**src/rtl/cmp8_sort_ctrl_pkg.sv**
```systemverilog
// +-----------------------------------------------------------------+
// | cmp8_sort_pkg : shared types and helpers for cmp8_sort_ctrl      |
// | Rev 1.0                                                          |
// +-----------------------------------------------------------------+
`default_nettype none

package cmp8_sort_pkg;

  localparam int DEFAULT_DEPTH = 4;

  typedef enum logic [1:0] {
    LOAD  = 2'd0,
    SORT  = 2'd1,
    DRAIN = 2'd2
  } sort_state_t;

  function automatic int n_compares(input int depth);
    return depth * (depth - 1) / 2;
  endfunction

endpackage

`default_nettype wire

```
**src/rtl/cmp8_sort_ctrl_if.sv**
```systemverilog
// +-----------------------------------------------------------------+
// | cmp8_sort_ctrl_if : byte-in / byte-out valid-ready streams       |
// | Rev 1.0                                                          |
// +-----------------------------------------------------------------+
`default_nettype none

interface cmp8_sort_ctrl_if #(
  parameter int W = 8
);
  logic         in_valid;
  logic         in_ready;
  logic [W-1:0] in_data;
  logic         out_valid;
  logic         out_ready;
  logic [W-1:0] out_data;
  logic         busy;

  modport master (
    output in_valid, in_data, out_ready,
    input  in_ready, out_valid, out_data, busy
  );

  modport slave (
    input  in_valid, in_data, out_ready,
    output in_ready, out_valid, out_data, busy
  );
endinterface

`default_nettype wire

```
**src/rtl/cmp8.sv**
```systemverilog
// +-----------------------------------------------------------------+
// | cmp8 : unsigned 8-bit magnitude comparator                       |
// | Rev 1.0                                                          |
// +-----------------------------------------------------------------+
`default_nettype none

module cmp8 (
  input  logic [7:0] a,
  input  logic [7:0] b,
  output logic       GREATER,
  output logic       LESSER
);
  assign GREATER = (a > b);
  assign LESSER  = (a < b);
endmodule

`default_nettype wire

```
**src/rtl/cmp8_sort_ctrl.sv**
```systemverilog
// +-----------------------------------------------------------------+
// | cmp8_sort_ctrl : load / bubble-sort / drain a block of bytes     |
// | using one shared cmp8. CMP8_SORT_EARLY_EXIT_EN enables early exit|
// | Rev 1.0                                                          |
// +-----------------------------------------------------------------+
`default_nettype none

module cmp8_sort_ctrl
  import cmp8_sort_pkg::*;
#(
  parameter int DEPTH = DEFAULT_DEPTH,
  parameter int W     = 8
) (
  input  logic              clk,
  input  logic              rst,
  cmp8_sort_ctrl_if.slave   bus
);

  localparam int              IW        = (DEPTH > 2) ? $clog2(DEPTH) : 1;
  localparam logic [IW-1:0]   LAST_IDX  = IW'(DEPTH - 1);
  localparam logic [IW-1:0]   LAST_PASS = IW'(DEPTH - 2);

  sort_state_t   state, state_nxt;
  logic [W-1:0]  mem [DEPTH];
  logic [IW-1:0] wr_idx, rd_idx, cmp_idx, pass_idx;
  logic [IW-1:0] cmp_idx_nxt;
  logic          gt, unused_lesser;
  logic          pass_end, sort_done;
  logic          in_fire, out_fire;

  assign cmp_idx_nxt = cmp_idx + IW'(1);
  assign in_fire     = bus.in_valid  && (state == LOAD);
  assign out_fire    = bus.out_ready && (state == DRAIN);
  // Pass p ends at index DEPTH-2-p; the last pass is a single compare.
  assign pass_end    = (cmp_idx == (LAST_PASS - pass_idx));

`ifdef CMP8_SORT_EARLY_EXIT_EN
  logic swapped;
  assign sort_done = pass_end && ((pass_idx == LAST_PASS) || !(swapped || gt));
`else
  assign sort_done = pass_end && (pass_idx == LAST_PASS);
`endif

  cmp8 u_cmp (
    .a       (mem[cmp_idx]),
    .b       (mem[cmp_idx_nxt]),
    .GREATER (gt),
    .LESSER  (unused_lesser)
  );

  always_ff @(posedge clk or posedge rst) begin
    if (rst) state <= LOAD;
    else     state <= state_nxt;
  end

  always_comb begin
    state_nxt = state;
    case (state)
      LOAD:    if (in_fire && (wr_idx == LAST_IDX))   state_nxt = SORT;
      SORT:    if (sort_done)                         state_nxt = DRAIN;
      DRAIN:   if (out_fire && (rd_idx == LAST_IDX))  state_nxt = LOAD;
      default:                                        state_nxt = LOAD;
    endcase
  end

  always_comb begin
    bus.in_ready  = 1'b0;
    bus.out_valid = 1'b0;
    bus.out_data  = '0;
    bus.busy      = 1'b0;
    case (state)
      LOAD:  bus.in_ready = 1'b1;
      SORT:  bus.busy     = 1'b1;
      DRAIN: begin
        bus.out_valid = 1'b1;
        bus.busy      = 1'b1;
        bus.out_data  = mem[rd_idx];
      end
      default: ;
    endcase
  end

  always_ff @(posedge clk or posedge rst) begin
    if (rst) begin
      for (int k = 0; k < DEPTH; k++) mem[k] <= '0;
      wr_idx   <= '0;
      rd_idx   <= '0;
      cmp_idx  <= '0;
      pass_idx <= '0;
`ifdef CMP8_SORT_EARLY_EXIT_EN
      swapped  <= 1'b0;
`endif
    end else begin
      case (state)
        LOAD: if (in_fire) begin
          mem[wr_idx] <= bus.in_data;
          wr_idx      <= (wr_idx == LAST_IDX) ? '0 : wr_idx + IW'(1);
        end
        SORT: begin
          // Strictly greater only, so equal keys keep their order.
          if (gt) begin
            mem[cmp_idx]     <= mem[cmp_idx_nxt];
            mem[cmp_idx_nxt] <= mem[cmp_idx];
          end
          if (sort_done) begin
            cmp_idx  <= '0;
            pass_idx <= '0;
          end else if (pass_end) begin
            cmp_idx  <= '0;
            pass_idx <= pass_idx + IW'(1);
          end else begin
            cmp_idx  <= cmp_idx_nxt;
          end
`ifdef CMP8_SORT_EARLY_EXIT_EN
          swapped <= pass_end ? 1'b0 : (swapped | gt);
`endif
        end
        DRAIN: if (out_fire) begin
          rd_idx <= (rd_idx == LAST_IDX) ? '0 : rd_idx + IW'(1);
        end
        default: ;
      endcase
    end
  end

endmodule

`default_nettype wire

```
**src/flat_wrapper.sv**
```systemverilog
// flat-port wrapper written by rule: the top's interface ports become plain ports
module cmp8_sort_ctrl_flat import cmp8_sort_pkg::*;
#(
  parameter int DEPTH = DEFAULT_DEPTH,
  parameter int W     = 8
)
  (clk, rst, bus_in_valid, bus_in_data, bus_out_ready, bus_in_ready, bus_out_valid, bus_out_data, bus_busy);
  cmp8_sort_ctrl_if #(.W(W)) bus_i ();
  input  logic clk;
  input  logic rst;
  input wire logic [$bits(bus_i.in_valid)-1:0] bus_in_valid;
  input wire logic [$bits(bus_i.in_data)-1:0] bus_in_data;
  input wire logic [$bits(bus_i.out_ready)-1:0] bus_out_ready;
  output wire logic [$bits(bus_i.in_ready)-1:0] bus_in_ready;
  output wire logic [$bits(bus_i.out_valid)-1:0] bus_out_valid;
  output wire logic [$bits(bus_i.out_data)-1:0] bus_out_data;
  output wire logic [$bits(bus_i.busy)-1:0] bus_busy;
  assign bus_i.in_valid = bus_in_valid;
  assign bus_i.in_data = bus_in_data;
  assign bus_i.out_ready = bus_out_ready;
  assign bus_in_ready = bus_i.in_ready;
  assign bus_out_valid = bus_i.out_valid;
  assign bus_out_data = bus_i.out_data;
  assign bus_busy = bus_i.busy;
  cmp8_sort_ctrl #(.DEPTH(DEPTH), .W(W)) u_core (.clk(clk), .rst(rst), .bus(bus_i));
endmodule
```
**config.mk**
```make
export PLATFORM = sky130hd
export DESIGN_NAME = cmp8_sort_ctrl_flat
export DESIGN_NICKNAME = d
export VERILOG_FILES = /design/src/rtl/cmp8_sort_ctrl_pkg.sv /design/src/rtl/cmp8_sort_ctrl_if.sv /design/src/rtl/cmp8.sv /design/src/rtl/cmp8_sort_ctrl.sv /design/src/flat_wrapper.sv
export SDC_FILE = /design/constraint.sdc
export NUM_CORES = 1
export LEC_CHECK = 0
export ABC_AREA = 1
export BUFFER_PORTS_ARGS = -buffer_cell sky130_fd_sc_hd__buf_2
export CAP_MARGIN = 20
export CORE_UTILIZATION = 40
export DETAILED_ROUTE_END_ITERATION = 10
export PLACE_DENSITY = 0.65
export SLEW_MARGIN = 5
export SYNTH_ARGS = -nofsm -noshare
export SYNTH_HDL_FRONTEND = slang
export SYNTH_SLANG_ARGS = --single-unit
export TNS_END_PERCENT = 5
```
**constraint.sdc**
```tcl
create_clock -name clk -period 4.81 [get_ports clk]
set_input_delay 0.2405 -clock clk [delete_from_list [all_inputs] [get_ports clk]]
set_output_delay 0.2405 -clock clk [all_outputs]
set_load 0.05 [all_outputs]
```
==> flow_summary.json <==
{
  "finalSetupViolCount": 0,
  "drive_gt1_share_pct": 12.7,
  "drv_cap": 0,
  "clk_latency_ns": 0.31,
  "finalCritPeriodShare_pct": 76.7,
  "die_h_um": 105,
  "start_util_pct": 41.2,
  "fillers": 1089,
  "dieArea_sq_um": 11000,
  "grt_use_total_pct": 26.4,
  "required_ns": 5.02,
  "viasPerCell": 5.76,
  "startpoint_type": "register",
  "netlist_instances": 652,
  "port-buffer-count": 22,
  "cts_tree": "yes",
  "rows": 37,
  "yosysSeqAreaShare_pct": 24.7,
  "cts_max_path_buffers": 2,
  "antenna_left": 0,
  "place_hpwl_mm": 10.6,
  "drt_first_pass_iters": 5,
  "clock_sinks": 42,
  "clk_pin_slew_ns": 0.09,
  "slew_headroom_pct": 39.1,
  "cts_buffers": 5,
  "cts_setup_buffers": 0,
  "cts_max_level": 2,
  "fmaxAchievable_mhz": 271,
  "routedWlPerCell_um": 18.1,
  "cts.hold.buffers_added": 0,
  "synth_nets": 688,
  "synth_area_sq_um": 4250,
  "chipWidth_um": 105,
  "gp_congestion": 0.942,
  "io-pin-count": 23,
  "skew_ns": 0.00602,
  "synth-seq-cells": 42,
  "hp-class": "input pin to async pin",
  "period_minus_slack_ns": 3.69,
  "hold_viol_final": 0,
  "cts.repair.resized": 0,
  "setup_tns_ns": 0,
  "end_kind": "register",
  "status": "finished, final reports clean",
  "worst_slew_pin_slew_ns": 0.910,
  "dr.first_iter.drc_count": 453,
  "synth_top_cells_by_area": "dfrtp_1, nand2_1, nand3_1",
  "area_delta_synth_final_pct": 3.39,
  "post-place-cells": 780,
  "rsz0062_at_grt": "false",
  "critPathMaxFanout": 39,
  "insertedDiodeCount": 0,
  "critPathKind": "register to register",
  "fin_nets": 687,
  "wirelength_mm": 14.2,
  "ctsRootBufferMaster": "clkbuf_8",
  "arrival_ns": 3.90,
  "yosysUniqueCellTypes": 31,
  "synth_top_area_cell": "dfrtp_1",
  "drc": 0,
  "grt_overflow": 0,
  "routed-via-count": 4540,
  "synth_top_area_share_pct": 24.7,
  "grt_pass1_wl_mm": 22.1,
  "antenna_found_initial": 0,
  "coreArea_sq_um": 10300,
  "final_max_slew_viol_count": 0,
  "grt_max_degree": 45,
  "fin_cells": 788,
  "grt_pass1_vias": 4047,
  "yosys_warnings": 0,
  "post_synth.cell_area_avg_sq_um": 6.52
}
[layout by cell type, fill, tap and decap left out, types with 4 or more instances in the layout]
cell type,count
nand2_2,4
nand3_1,98
clkbuf_8,6
dfrtp_1,42
and2_1,8
ha_1,24
inv_1,22
buf_2,22
buf_4,4
nand2_1,259
nand3_2,31
nor2_1,37
nand4_1,33
o21ai_0,28
a21oi_1,10
[cell usage after synthesis (all sizes together)]
cell type / number
inv: 28
nand4: 33
clkbuf: 4
nand3: 130
nor2: 40
o21a: 1
a21o: 1
ha: 24
buf: 30
and2: 8
dfrtp: 42
a21oi: 10
clkinv: 1
o22ai: 2
nand2: 264
o21ai: 33
xnor2: 1
[worst max-delay path, cell delays in order (launching register included)]
cell and delay [ns]:
dfrtp_1 0.45, inv_8 0.13, ha_1 0.66, inv_2 0.23
nand3_1 0.24, nand2_1 0.09, ha_1 0.31, nand2_1 0.07
nor2_1 0.16, nand2_1 0.07, nand2_1 0.05, nand2_1 0.06
nand2_2 0.48, nand3_2 0.34, nand2_1 0.16, nand2_1 0.06
[cells by family (layout without fill, tap and decap cells)]
logic type	after synthesis	in the layout	share of synthesized area [%]
AO/OA/AOI/OAI	47	47	6.07
adder cells (fa/ha/maj)	24	24	7.07
AND/OR/NAND/NOR	475	475	52.7
buffers and inverters	63	63	9.01
XOR/XNOR	1	1	0.383
flip-flops	42	42	24.7
[flip-flops by register name (all words and copies together), names as in the netlist]
name	flops
u_core.cmp_idx	2
u_core.mem	32
u_core.state	2
u_core.rd_idx	2
u_core.wr_idx	2
u_core.pass_idx	2
[path summary, 6_finish.rpt]
check                           slack (ns)                            from  cells after the start                             end
max in group asynchronous             4.36                             rst                      3      u_core.mem[29]$_DFFE_PP0P_
worst min-delay path                  0.06                             rst                      3     u_core.state[1]$_DFFE_PP0P_
min in group clk                      0.29                   bus_out_ready                      4    u_core.rd_idx[0]$_DFFE_PP0P_
worst min register to register        0.52  u_core.pass_idx[1]$_DFFE_PP0P_                      1  u_core.pass_idx[1]$_DFFE_PP0P_
worst max-delay path                  1.12   u_core.cmp_idx[0]$_DFFE_PP0P_                     15      u_core.mem[10]$_DFFE_PP0P_
worst max register to register        1.12   u_core.cmp_idx[0]$_DFFE_PP0P_                     15      u_core.mem[10]$_DFFE_PP0P_
[metrics by stage]
| stage | setup WS (ns) | hold slack, ns | area (sq um) | util (%) |
|---|---|---|---|---|
| floorplan | 2.11 | 0.468 | 4250 | - |
| finish | 1.12 | 0.0565 | 4390 | 42.6 |
| global placement | 1.34 | 0.405 | 4300 | 41.6 |
| CTS | 1.18 | 0.0767 | 4390 | 42.6 |
| global route | 0.783 | 0.115 | 4390 | 42.6 |
| detailed placement | 1.20 | 0.410 | 4300 | 41.6 |
[layout make-up]
| cell class | instances | area (sq um) | area share, % |
|---|---|---|---|
| Multi-Input combinational cell | 547 | 2820 | 64.1 |
| Sequential cell | 42 | 1050 | 23.9 |
| Tap cell | 136 | 170 | 3.87 |
| Timing Repair Buffer | 26 | 140 | 3.19 |
| Inverter | 29 | 121 | 2.76 |
| Clock buffer | 6 | 82.6 | 1.88 |
| Clock inverter | 2 | 12.5 | 0.285 |
[layer usage]
metal	routed length (um)	GRT usage (%)	vias to the layer above
met4	491	10.3	0
met2	6650	42.6	206
met3	921	3.31	32
met5	0	0	-
li1	-	-	2161
met1	6170	35.7	2141
Power is left out: the tool's default activity adds up to more than one toggle a clock period on the data nets, which glitch-free logic cannot reach.
